## config.mk

```make
export PLATFORM = sky130hd
export DESIGN_NAME = layer_sequencer
export DESIGN_NICKNAME = d
export VERILOG_FILES = /design/src/rtl/layer_sequencer.sv
export SDC_FILE = /design/constraint.sdc
export NUM_CORES = 1
export LEC_CHECK = 0
export BUFFER_PORTS_ARGS = -buffer_cell sky130_fd_sc_hd__buf_2
export CAP_MARGIN = 20
export CORE_MARGIN = 2
export CORE_UTILIZATION = 60
export DETAILED_ROUTE_END_ITERATION = 10
export PLACE_DENSITY = 0.86
export SYNTH_ARGS = -nofsm -noshare
export SYNTH_HDL_FRONTEND = slang
export SYNTH_SLANG_ARGS = --single-unit
```

## constraint.sdc

```tcl
create_clock -name clk -period 3.17 [get_ports clk]
set_input_delay 0.1585 -clock clk [delete_from_list [all_inputs] [get_ports clk]]
set_output_delay 0.1585 -clock clk [all_outputs]
set_load 0.01 [all_outputs]
```

## src/rtl/layer_sequencer.sv

```systemverilog
// Multi-layer ConvAcc sequencer: walks a programmable mode table and ping-pongs the
// InOut banks between layers. Each layer is guarded by a watchdog and can be aborted.

module layer_sequencer_checker #(
  parameter int NUM_LAYERS = 8,
  parameter int LAYER_W    = 4
) (
  input logic               clk,
  input logic               rst,
  input logic               acc_start,
  input logic               finish,
  input logic               busy,
  input logic [LAYER_W-1:0] layer_idx
);

  a_start_pulse: assert property (@(posedge clk) disable iff (rst) acc_start |=> !acc_start);
  a_start_busy:  assert property (@(posedge clk) disable iff (rst) acc_start |-> busy);
  a_no_overlap:  assert property (@(posedge clk) disable iff (rst) !(acc_start && finish));
  a_idx_range:   assert property (@(posedge clk) disable iff (rst) layer_idx < LAYER_W'(NUM_LAYERS));

endmodule

module layer_sequencer #(
  parameter int NUM_LAYERS = 8,
  parameter int MODE_W     = 4,
  parameter int TIMEOUT    = 1048576,
  parameter int LAYER_W    = $clog2(NUM_LAYERS + 1)
) (
  input  logic               clk,
  input  logic               rst,
  input  logic               start_i,
  input  logic [LAYER_W-1:0] num_layers_i,
  input  logic               abort_i,
  input  logic               cfg_we_i,
  input  logic [LAYER_W-1:0] cfg_idx_i,
  input  logic [MODE_W-1:0]  cfg_mode_i,
  output logic               acc_start_o,
  output logic [MODE_W-1:0]  acc_mode_o,
  input  logic               acc_finish_i,
  output logic               bank_sel_o,
  output logic [LAYER_W-1:0] layer_idx_o,
  output logic               busy_o,
  output logic               finish_o,
  output logic               error_o
);

  localparam int WD_W  = (TIMEOUT > 1) ? $clog2(TIMEOUT) : 1;
  localparam int TBL_D = 1 << LAYER_W;
  localparam logic [WD_W-1:0]    WD_LAST    = WD_W'(TIMEOUT - 1);
  localparam logic [LAYER_W-1:0] MAX_LAYERS = LAYER_W'(NUM_LAYERS);

  typedef enum logic [2:0] {
    S_IDLE   = 3'd0,
    S_LAUNCH = 3'd1,
    S_WAIT   = 3'd2,
    S_SWAP   = 3'd3,
    S_DONE   = 3'd4,
    S_ERR    = 3'd5
  } state_t;

  state_t state_r, state_s;

  // Table is sized to the full index range so any index value addresses it;
  // entries at or above NUM_LAYERS are never written and stay zero.
  logic [MODE_W-1:0]  mode_tbl_r [TBL_D];
  logic [LAYER_W-1:0] count_r, count_s;
  logic [LAYER_W-1:0] layer_idx_r, layer_idx_s, next_idx_s;
  logic               bank_sel_r, bank_sel_s;
  logic [WD_W-1:0]    wd_r, wd_s;
  logic [MODE_W-1:0]  acc_mode_r, acc_mode_s, launch_mode_s;
  logic               acc_start_r, finish_r, busy_r;
  logic               error_r, error_s;
  logic               accept_s, zero_start_s, tbl_we_s, last_s;

  // Host-side request decode; start and table writes are only honoured in IDLE.
  always_comb begin
    accept_s     = 1'b0;
    zero_start_s = 1'b0;
    tbl_we_s     = 1'b0;
    if (state_r == S_IDLE) begin
      accept_s     = start_i && (num_layers_i != LAYER_W'(0));
      zero_start_s = start_i && (num_layers_i == LAYER_W'(0));
      tbl_we_s     = cfg_we_i && (cfg_idx_i < MAX_LAYERS);
    end else begin
      accept_s     = 1'b0;
      zero_start_s = 1'b0;
      tbl_we_s     = 1'b0;
    end
    next_idx_s = layer_idx_r + LAYER_W'(1);
    last_s     = (layer_idx_r == (count_r - LAYER_W'(1)));
  end

  // Next-state selection; abort outranks completion and watchdog expiry.
  always_comb begin
    state_s = state_r;
    case (state_r)
      S_IDLE: begin
        if (accept_s) begin
          state_s = S_LAUNCH;
        end else begin
          state_s = S_IDLE;
        end
      end
      S_LAUNCH: begin
        if (abort_i) begin
          state_s = S_IDLE;
        end else begin
          state_s = S_WAIT;
        end
      end
      S_WAIT: begin
        if (abort_i) begin
          state_s = S_IDLE;
        end else if (acc_finish_i) begin
          if (last_s) begin
            state_s = S_DONE;
          end else begin
            state_s = S_SWAP;
          end
        end else if (wd_r == WD_LAST) begin
          state_s = S_ERR;
        end else begin
          state_s = S_WAIT;
        end
      end
      S_SWAP: begin
        if (abort_i) begin
          state_s = S_IDLE;
        end else begin
          state_s = S_LAUNCH;
        end
      end
      S_DONE:  state_s = S_IDLE;
      S_ERR:   state_s = S_IDLE;
      default: state_s = S_IDLE;
    endcase
  end

  // Run bookkeeping: layer count, index, bank, watchdog, error and launch mode.
  always_comb begin
    count_s       = count_r;
    layer_idx_s   = layer_idx_r;
    bank_sel_s    = bank_sel_r;
    error_s       = error_r;
    launch_mode_s = acc_mode_r;
    if (accept_s) begin
      count_s     = (num_layers_i > MAX_LAYERS) ? MAX_LAYERS : num_layers_i;
      layer_idx_s = LAYER_W'(0);
      bank_sel_s  = 1'b0;
      error_s     = 1'b0;
      // A same-cycle write to entry 0 must be visible to the first layer.
      if (tbl_we_s && (cfg_idx_i == LAYER_W'(0))) begin
        launch_mode_s = cfg_mode_i;
      end else begin
        launch_mode_s = mode_tbl_r[LAYER_W'(0)];
      end
    end else if ((state_r == S_SWAP) && (state_s == S_LAUNCH)) begin
      layer_idx_s   = next_idx_s;
      bank_sel_s    = ~bank_sel_r;
      launch_mode_s = mode_tbl_r[next_idx_s];
    end else begin
      launch_mode_s = acc_mode_r;
    end
    if (state_s == S_LAUNCH) begin
      acc_mode_s = launch_mode_s;
    end else begin
      acc_mode_s = acc_mode_r;
    end
    if (state_s == S_ERR) begin
      error_s = 1'b1;
    end else begin
      error_s = error_s;
    end
    if (state_r == S_WAIT) begin
      wd_s = wd_r + WD_W'(1);
    end else begin
      wd_s = WD_W'(0);
    end
  end

  // State, mode table and registered outputs.
  always_ff @(posedge clk) begin
    if (rst) begin
      state_r     <= S_IDLE;
      mode_tbl_r  <= '{default: MODE_W'(0)};
      count_r     <= LAYER_W'(0);
      layer_idx_r <= LAYER_W'(0);
      bank_sel_r  <= 1'b0;
      wd_r        <= WD_W'(0);
      acc_mode_r  <= MODE_W'(0);
      acc_start_r <= 1'b0;
      finish_r    <= 1'b0;
      busy_r      <= 1'b0;
      error_r     <= 1'b0;
    end else begin
      state_r     <= state_s;
      if (tbl_we_s) begin
        mode_tbl_r[cfg_idx_i] <= cfg_mode_i;
      end
      count_r     <= count_s;
      layer_idx_r <= layer_idx_s;
      bank_sel_r  <= bank_sel_s;
      wd_r        <= wd_s;
      acc_mode_r  <= acc_mode_s;
      acc_start_r <= (state_s == S_LAUNCH);
      finish_r    <= (state_s == S_DONE) || zero_start_s;
      busy_r      <= (state_s != S_IDLE);
      error_r     <= error_s;
    end
  end

  assign acc_start_o = acc_start_r;
  assign acc_mode_o  = acc_mode_r;
  assign bank_sel_o  = bank_sel_r;
  assign layer_idx_o = layer_idx_r;
  assign busy_o      = busy_r;
  assign finish_o    = finish_r;
  assign error_o     = error_r;

  layer_sequencer_checker #(
    .NUM_LAYERS (NUM_LAYERS),
    .LAYER_W    (LAYER_W)
  ) u_checker (
    .clk       (clk),
    .rst       (rst),
    .acc_start (acc_start_r),
    .finish    (finish_r),
    .busy      (busy_r),
    .layer_idx (layer_idx_r)
  );

endmodule

```

# --- After elaboration in Yosys (flattened, before gate mapping) ---
# Cells that the tools add are included.
# Widths: inputs -> output; s select.
op_classes:
  add_sub_neg: 3
  n_lt_le_gt_ge: 5
  n_eq_ne: 8
  n_mux: 23
  bitwise: 4
  n_reduce_logical: 17
ops:
  columns: ["op", "count"]
  rows:
  - ["$bwmux 64", 1]
  - ["$mux 4", 7]
  - ["$add 20x1->20 const B", 1]
  - ["$eq 20x20->1 const B", 1]
  - ["$bmux 4 s4", 1]
  - ["$demux 4 s4", 1]
  - ["$mux 3", 4]
  - ["$pmux 3 s4", 1]
  - ["$ge 5x5->1 const B", 2]
  - ["$not 4->5", 2]
  - ["$logic_not 4->1", 2]
  - ["$mux 1", 7]
  - ["$eq 3x1->1 const B", 2]
  - ["$eq 3x2->1 const B", 2]
  - ["$eq 3x3->1 const B", 2]
  - ["$logic_and 1x1->1", 6]
  - ["$lt 5x1->1 const B", 1]
  - ["$add 4x1->4 const B", 1]
  - ["$eq 4x4->1", 1]
  - ["$gt 4x4->1 const B", 1]
  - ["$lt 4x4->1 const B", 1]
  - ["$reduce_bool 2->1", 2]
  - ["$reduce_bool 4->1", 1]
  - ["$reduce_or 2->1", 2]
  - ["7 further kinds", 8]
totals:
  reg_bits: 104
  input_bits: 18
  output_inout_bits: 13
  wordCells: 86

# --- Longest topological paths before layout ---
# Gate-level depths: netlist (run 1).
depth:
  word_depth: 10
  mapped_depth: 7
  mapped_depth_nobuf: 7

# --- Worst setup path before layout (run 1) ---
# OpenSTA, ideal clock, no wires.
synth_path:
  kind: "register to register"
  from: "reg layer_idx_r[1], in the netlist layer_idx_o[1]"
  to: "reg acc_mode_r[1], in the netlist acc_mode_o[1]"
  setup_ps: 131
  arrival_time_ps: 1866
  t_required_ps: 3039
  setup_slack_ps: 1173
  stages_incl_launch_ff: 8
  n_path_buf: 2
  synth_period_minus_slack_ps: 1997
  path_cell_list: "dfxtp_1 > ha_1 > buf_4 > dlymetal6s2s_1 > mux4_2 > mux2_2 > a22oi_1 > a221oi_1"
synth_between:
  elab_cells_between_ends: 16
  cone_classes: "1 x add/sub; 2 x eq/ne; 9 x mux; 1 x bitwise; 3 x reduce/logical"
synth_lines:
  columns: ["item", "line", "source"]
  rows:
  - ["start, declared", "67", "logic [LAYER_W-1:0] layer_idx_r, layer_idx_s, next_idx_s;"]
  - ["start signal, assigned", "201", "layer_idx_r <= layer_idx_s;"]
  - ["$add 4x1->4", "89", "next_idx_s = layer_idx_r + LAYER_W'(1);"]
  - ["via next_idx_s[1]", "67", null]
  - ["$not 4->5 (not written as such)", "160", "launch_mode_s = mode_tbl_r[next_idx_s];"]
  - ["$bmux 4 s4", "160", null]
  - ["$mux 4 (not written as such) (2 in a row)", "160", null]
  - ["$mux 4", "157", "end else if ((state_r == S_SWAP) && (state_s == S_LAUNCH)) begin"]
  - ["$mux 4", "146", "if (accept_s) begin"]
  - ["end signal, assigned", "204", "acc_mode_r <= acc_mode_s;"]
  - ["end, declared", "70", "logic [MODE_W-1:0] acc_mode_r, acc_mode_s, launch_mode_s;"]
# The timed path passes the listed nets, and every way through them passes these cells. The select of a mux whose other input is x is not followed.
# A chain may end at the register's enable or synchronous reset.

# --- Worst setup path in the final report (run 1) ---
layout_path:
  from: "reg layer_idx_r[1], in the netlist layer_idx_o[1]"
  to: "reg acc_mode_r[0], in the netlist acc_mode_o[0]"
# Same word-level chain as after synthesis.

==> impl_metrics.toml, run 1 <==
[worst_hold_path]
min_path_type = "primary input to flip-flop"
hp-start = "acc_finish_i"

[synth]
synth_top_area_share_pct = 46.3
ys_ff_latch = 104
async_reset_ff_share_pct = 0
syn_inst = 421
netlist_area_mm2 = 0.00450
yosys.area.top_type = "dfxtp_1"
synth_area_per_cell_um2 = 10.7
synth_flop_cell = "dfxtp_1"
synthTopCellsByCount = "dfxtp_1, nor2_1, nor2b_1"
synth_edf_count = 0
synthTopCellsByArea = "dfxtp_1, mux4_1, mux2i_1, nor2_1, nor2b_1"
yosys_warnings = 0
yosysSeqAreaShare_pct = 46.3
synth_most_common_cell = "dfxtp_1"
syn_nets = 442
yosysUniqueCellTypes = 50

[routing]
drtPass1Iterations = 5
drc = 0
drt_iter0_markers = 177
antenna_left = 0
wire_per_inst_um = 16.2
routed_wl_um = 8770
vias = 3100
viasPerCell = 5.72

[global_route]
grt_first_pass_wirelength_um = 14700
grt_overflow = 0
antenna_found_initial = 0
grt_pass1_vias = 3074
grt_max_degree = 74
grt_usage_pct = 22.6

[setup_path]
cp-start-kind = "flip-flop"
endpoint_kind = "flip-flop"
r2r-start = "layer_idx_o[1]"
critical_path_peak_fanout = 17
path_class = "flip-flop to flip-flop"
cp_data_arrival_time_ns = 2.46
cp.required_ns = 3.38
crit_start = "layer_idx_o[1]"

[placed_design]
dpl.hpwl_um = 6050
place.gp.congestion = 0.824
port-buffer-count = 30

[cts]
post_cts_resized = 0
cts_tree = "done"
cts_buffer_depth = 2
cts_made_buffers = 9
clk_pin_slew_ns = 0.09
postCtsHoldBufs = 0
root_buffer = "clkbuf_8"
clk_latency_ns = 0.36
postCtsSetupRepairBufs = 0
htree_num_levels = 3
cts.sinks = 104

[power_and_ir_drop]
p_int_w = 0.00165
ir_drop_mv = 0.234
switching_share_pct = 23.9
power_w = 0.00218
power_density_mw_per_mm2 = 455
cellLeakagePower_nw = 1.87
power.share.combinational_pct = 5.8
p_seq_share_pct = 61.3
clkPwrFrac_pct = 33.0
power_switching_w = 0.000521

[timing]
skew_ns = 0.00805
tns_ns = 0
max_freq_ghz = 0.444
hold_violations = 0
worstMarginPinSlew_ns = 0.704
slew_headroom_pct = 53.1
drv_slew = 0
finalSetupViolations = 0
rsz0062_at_grt = "no"
period_share_pct = 71.1
min_period_ns = 2.25

[cells_and_area]
fin_nets = 459
multi_input_area_mm2 = 0.00223
syn_to_final_growth_pct = 6.26
nFillCells = 556
register_area_mm2 = 0.00208
antenna_cells = 0
drive_above_1_share_pct = 14.4

[die]
die_x_um = 90.6
ios = 31
die_area_mm2 = 0.00821
num_rows = 31
coreArea_mm2 = 0.00725
die_y_um = 90.6
start_util_pct = 62.0

[run]
drv_cap = 0

[outcome]
status = "complete, no violations"
==> path summary, 6_finish.rpt <==
path                         end  slack (ns)  cells after the start
hold / removal           error_o        0.04                      2
setup / recovery   acc_mode_o[0]        0.92                      5
setup reg to reg   acc_mode_o[0]        0.92                      5
hold reg to reg   mode_tbl_r[13]        0.47                      1
==> power by group through the flow <==
stage               registers [W]  clock network [W]  logic (W)
global placement          0.00136                  0   0.000120
detailed placement        0.00136                  0   0.000123
global route              0.00133           0.000779   0.000138
CTS                       0.00133           0.000735   0.000125
floorplan                 0.00136                  0  0.0000920
finish                    0.00133           0.000717   0.000125
==> state kept, by name (all words and copies together) (netlist names) <==
signal       cells
acc_mode_o       4
acc_start_o      1
bank_sel_o       1
busy_o           1
count_r          4
error_o          1
finish_o         1
layer_idx_o      4
mode_tbl_r      64
state_r          3
wd_r            20
==> kinds of logic (layout without fill, tap and decap cells) <==
| logic type | Yosys count | count (layout) | synth area share [%] |
|---|---|---|---|
| buffers and inverters | 30 | 52 | 4.14 |
| DFF | 104 | 104 | 46.3 |
| muxes | 53 | 53 | 17.7 |
| AOI/OAI and AO/OA | 41 | 41 | 5.89 |
| xor gates and xnor gates | 25 | 25 | 5.28 |
| adders and majority gates | 3 | 3 | 0.834 |
| and+or+nand+nor | 165 | 165 | 19.9 |
==> area by class of cell <==
| type | count | share of cell area [%] |
|---|---|---|
| clock buffer | 11 | 2.75 |
| tap | 99 | 2.59 |
| inverter | 4 | 0.314 |
| sequential | 104 | 43.5 |
| clock inverter | 5 | 0.680 |
| multi-input combinational | 287 | 46.7 |
| timing repair buffer | 32 | 3.45 |
==> routing by layer <==
layer | vias up | GRT usage, % | part of all wire (%)
li1 | 1518 | - | -
met1 | 1482 | 28.3 | 44
met2 | 79 | 35.9 | 48
met3 | 21 | 6.18 | 5.3
met4 | 0 | 11.4 | 3.0
met5 | - | 0 | 0
==> placed cells by master, fill, tap and decap left out, drive strengths merged, types with 8 or more instances in the layout <==
| master | Yosys | final |
|---|---|---|
| a21oi | 15 | 15 |
| buf | 6 | 32 |
| clkbuf | 17 | 11 |
| dfxtp | 104 | 104 |
| mux2 | 8 | 8 |
| mux2i | 29 | 29 |
| mux4 | 16 | 16 |
| nand2 | 17 | 17 |
| nand3 | 16 | 16 |
| nor2 | 57 | 57 |
| nor2b | 33 | 33 |
| nor3 | 8 | 8 |
| o21ai | 8 | 8 |
| or3 | 9 | 9 |
| xnor2 | 10 | 10 |
| xor2 | 15 | 15 |
==> stage by stage <==
step                      cells  hold slack [ns]  utilization [%]  instance area [um^2]  worst slack (ns)
after floorplan             421            0.260                -                  4500              1.17
after global placement      526            0.416             63.7                  4620              1.12
after detailed placement    526            0.414             63.7                  4620             0.925
after CTS                   542           0.0260             65.9                  4780             0.927
after global routing        542           0.0269             65.9                  4780             0.771
final                       542           0.0364             65.9                  4780             0.916
==> critical path, stage by stage (launching register included) <==
cell and delay (ns):
dfxtp_1 0.37, ha_1 0.72, mux4_1 0.40, mux2_2 0.28
a22oi_1 0.19, a221oi_1 0.13
Note: power is estimated with default switching activity, not from simulation.
==> inputs of run 2 (changes only) <==
--- a/config.mk
+++ b/config.mk
@@ -5,6 +5,7 @@
 export SDC_FILE = /design/constraint.sdc
 export NUM_CORES = 1
 export LEC_CHECK = 0
+export ABC_AREA = 1
 export BUFFER_PORTS_ARGS = -buffer_cell sky130_fd_sc_hd__buf_2
 export CAP_MARGIN = 20
 export CORE_MARGIN = 2
==> constraint.sdc (replaced) <==
create_clock -name clk -period 2.3 [get_ports clk]
set_input_delay 0.115 -clock clk [delete_from_list [all_inputs] [get_ports clk]]
set_output_delay 0.115 -clock clk [all_outputs]
set_load 0.01 [all_outputs]
==> impl_metrics.toml, run 2 <==
[placed_design]
place.gp.congestion = 0.877
dpl.hpwl_um = 7720
port-buffer-count = 30

[timing]
worstMarginPinSlew_ns = 0.744
tns_ns = 0
finalSetupViolations = 0
slew_headroom_pct = 50.4
period_share_pct = 85.6
max_freq_ghz = 0.508
drv_slew = 0
rsz0062_at_grt = "no"
hold_violations = 0
skew_ns = 0.0101
min_period_ns = 1.97

[global_route]
antenna_found_initial = 0
grt_overflow = 0
grt_max_degree = 49
grt_first_pass_wirelength_um = 18400
grt_pass1_vias = 4099
grt_usage_pct = 26.0

[cells_and_area]
drive_above_1_share_pct = 14.1
antenna_cells = 0
reg_top3 = "mode_tbl_r: 64 flops, wd_r: 20 flops"
largest_register_ffs = 64
fin_nets = 704
nFillCells = 629
regMostFlops = "mode_tbl_r"
final_cell_mix = "nand2_1, dfxtp_1, inv_1"
syn_to_final_growth_pct = 8.73
final_common_cell = "nand2_1"

[synth]
synthTopCellsByArea = "dfxtp_1, nand2_1, inv_1, nor2_1, nand3_1"
synth_edf_count = 0
yosys.area_share.xor_xnor_pct = 1.22
async_reset_ff_share_pct = 0
syn_inst = 654
yosys.area_share.simple_pct = 33.0
yosys_warnings = 0
synth_compound_area_share_pct = 11.9
synth_most_common_cell = "nand2_1"
synth.area.mux_share_pct = 0
syn_nets = 675
yosysSeqAreaShare_pct = 43.2
synth_top_family_by_area = "simple AND/OR/NAND/NOR gates"
yosys.area_share.adder_pct = 0.780
synth_flop_cell = "dfxtp_1"
yosys.area.top_type = "dfxtp_1"
yosysUniqueCellTypes = 44
synth_top_area_share_pct = 43.2
synthTopCellsByCount = "nand2_1, dfxtp_1, inv_1"
synth_area_per_cell_um2 = 7.36
ys_ff_latch = 104
netlist_area_mm2 = 0.00481

[cts]
cts.sinks = 104
cts_made_buffers = 9
clk_pin_slew_ns = 0.10
root_buffer = "clkbuf_8"
clk_latency_ns = 0.37
cts_tree = "done"
cts_buffer_depth = 2
htree_num_levels = 3
postCtsSetupRepairBufs = 0

[setup_path]
cp.required_ns = 2.57
slowest_stage = "dfxtp_1"
cp_data_arrival_time_ns = 2.24
critPathMaxStageDelay_ns = 0.39
endpoint_kind = "flip-flop"
r2r_slack_ns = 0.33
critical_path_peak_fanout = 7
reg2reg_depth = 14
path_cells = "inv_1 -> ha_1 -> nand2_1 -> inv_1 -> nor2_1 -> nand2_1 -> nor2_1 -> nand2_2 -> a21oi_2 -> nand2_2 -> nand3_4 -> nand2_1 -> inv_1 -> nor2_1"
path_class = "flip-flop to flip-flop"
cp-start-kind = "flip-flop"
r2r-start = "count_r[0]"
timing.rr.end = "acc_mode_o[3]"

[run]
drv_cap = 0

[routing]
antenna_left = 0
wire_per_inst_um = 13.3
drt_iter0_markers = 344
routed_wl_um = 10500
drtPass1Iterations = 5
vias = 4235
viasPerCell = 5.37
drc = 0

[outcome]
status = "complete, no violations"

[die]
die_y_um = 93.6
num_rows = 32
ios = 31
coreArea_mm2 = 0.00777
die_x_um = 93.6
start_util_pct = 62.0
die_area_mm2 = 0.00876

[worst_hold_path]
hp-start = "rst"
worstHoldEndpoint = "count_r[0]"
min_path_type = "primary input to flip-flop"
holdPathStages = 2

[power_and_ir_drop]
ir_drop_mv = 0.371
power_w = 0.00309
power_density_mw_per_mm2 = 591
cellLeakagePower_nw = 2.17
## run 2: cell families after synthesis
kind of cell,count (synthesis)
xor+xnor,5
buf+inv,118
fa+ha+maj,3
flops,104
simple gates,323
compound gates,101
## run 2: where the power goes
part           switching, W  total [W]  internal [W]  leakage [nW]
Combinational      0.000172   0.000251     0.0000793          1.26
Clock              0.000606   0.000999      0.000393        0.0720
Sequential        0.0000168    0.00184       0.00183         0.840
Total              0.000795    0.00309       0.00230          2.17
## run 2: layout make-up
cell class	instances	area [um^2]	share of cell area, %
Sequential cell	104	2080	39.8
Inverter	96	365	6.98
Multi-Input combinational cell	432	2260	43.1
Clock inverter	4	31.3	0.598
Timing Repair Buffer	40	240	4.59
Tap cell	102	128	2.44
Clock buffer	11	131	2.51
## run 2: worst max-delay path by stage
stage / startpoint / endpoint / slack, ns / cells after the start
global route: count_r[0] / acc_mode_o[3] / 0.17 / 14
global placement: count_r[0] / acc_mode_o[3] / 0.42 / 14
detailed placement: count_r[0] / acc_mode_o[3] / 0.36 / 14
floorplan: layer_idx_o[0] / acc_mode_o[3] / 0.51 / 12
CTS: count_r[0] / acc_mode_o[3] / 0.34 / 14
finish: count_r[0] / acc_mode_o[3] / 0.33 / 14
## run 2: critical path, delay by kind of cell, from the launching register on
family	cells	cell delay (ns)
DFF	1	0.39
adders and majority gates	1	0.33
buffers and inverters	3	0.17
and+or+nand+nor	9	0.81
AOI/OAI and AO/OA	1	0.15
## run 2: per-stage QoR
| step | instances | area [um^2] | worst slack (ns) | util, % | hold WS (ns) |
|---|---|---|---|---|---|
| floorplan | 654 | 4810 | 0.505 | - | 0.254 |
| global placement | 773 | 5060 | 0.416 | 65.2 | 0.372 |
| detailed placement | 773 | 5060 | 0.360 | 65.2 | 0.382 |
| CTS | 789 | 5240 | 0.340 | 67.4 | 0.0210 |
| global route | 789 | 5240 | 0.167 | 67.4 | 0.0175 |
| finish | 789 | 5240 | 0.331 | 67.4 | 0.0436 |
## run 2: metal layers
metal	part of all wire [%]	track usage, %	vias up	wire (um)
li1	-	-	2142	-
met1	42	31.1	1926	4350
met2	51	46.5	143	5370
met3	5.0	5.88	24	528
met4	2.1	7.61	0	221
met5	0	0	-	0
## run 2: repair_timing
action,CTS,global route
hold buffers,1,0
gates resized for setup,0,0
setup endpoints to repair,0,0
endpoints found under the hold margin,1,0
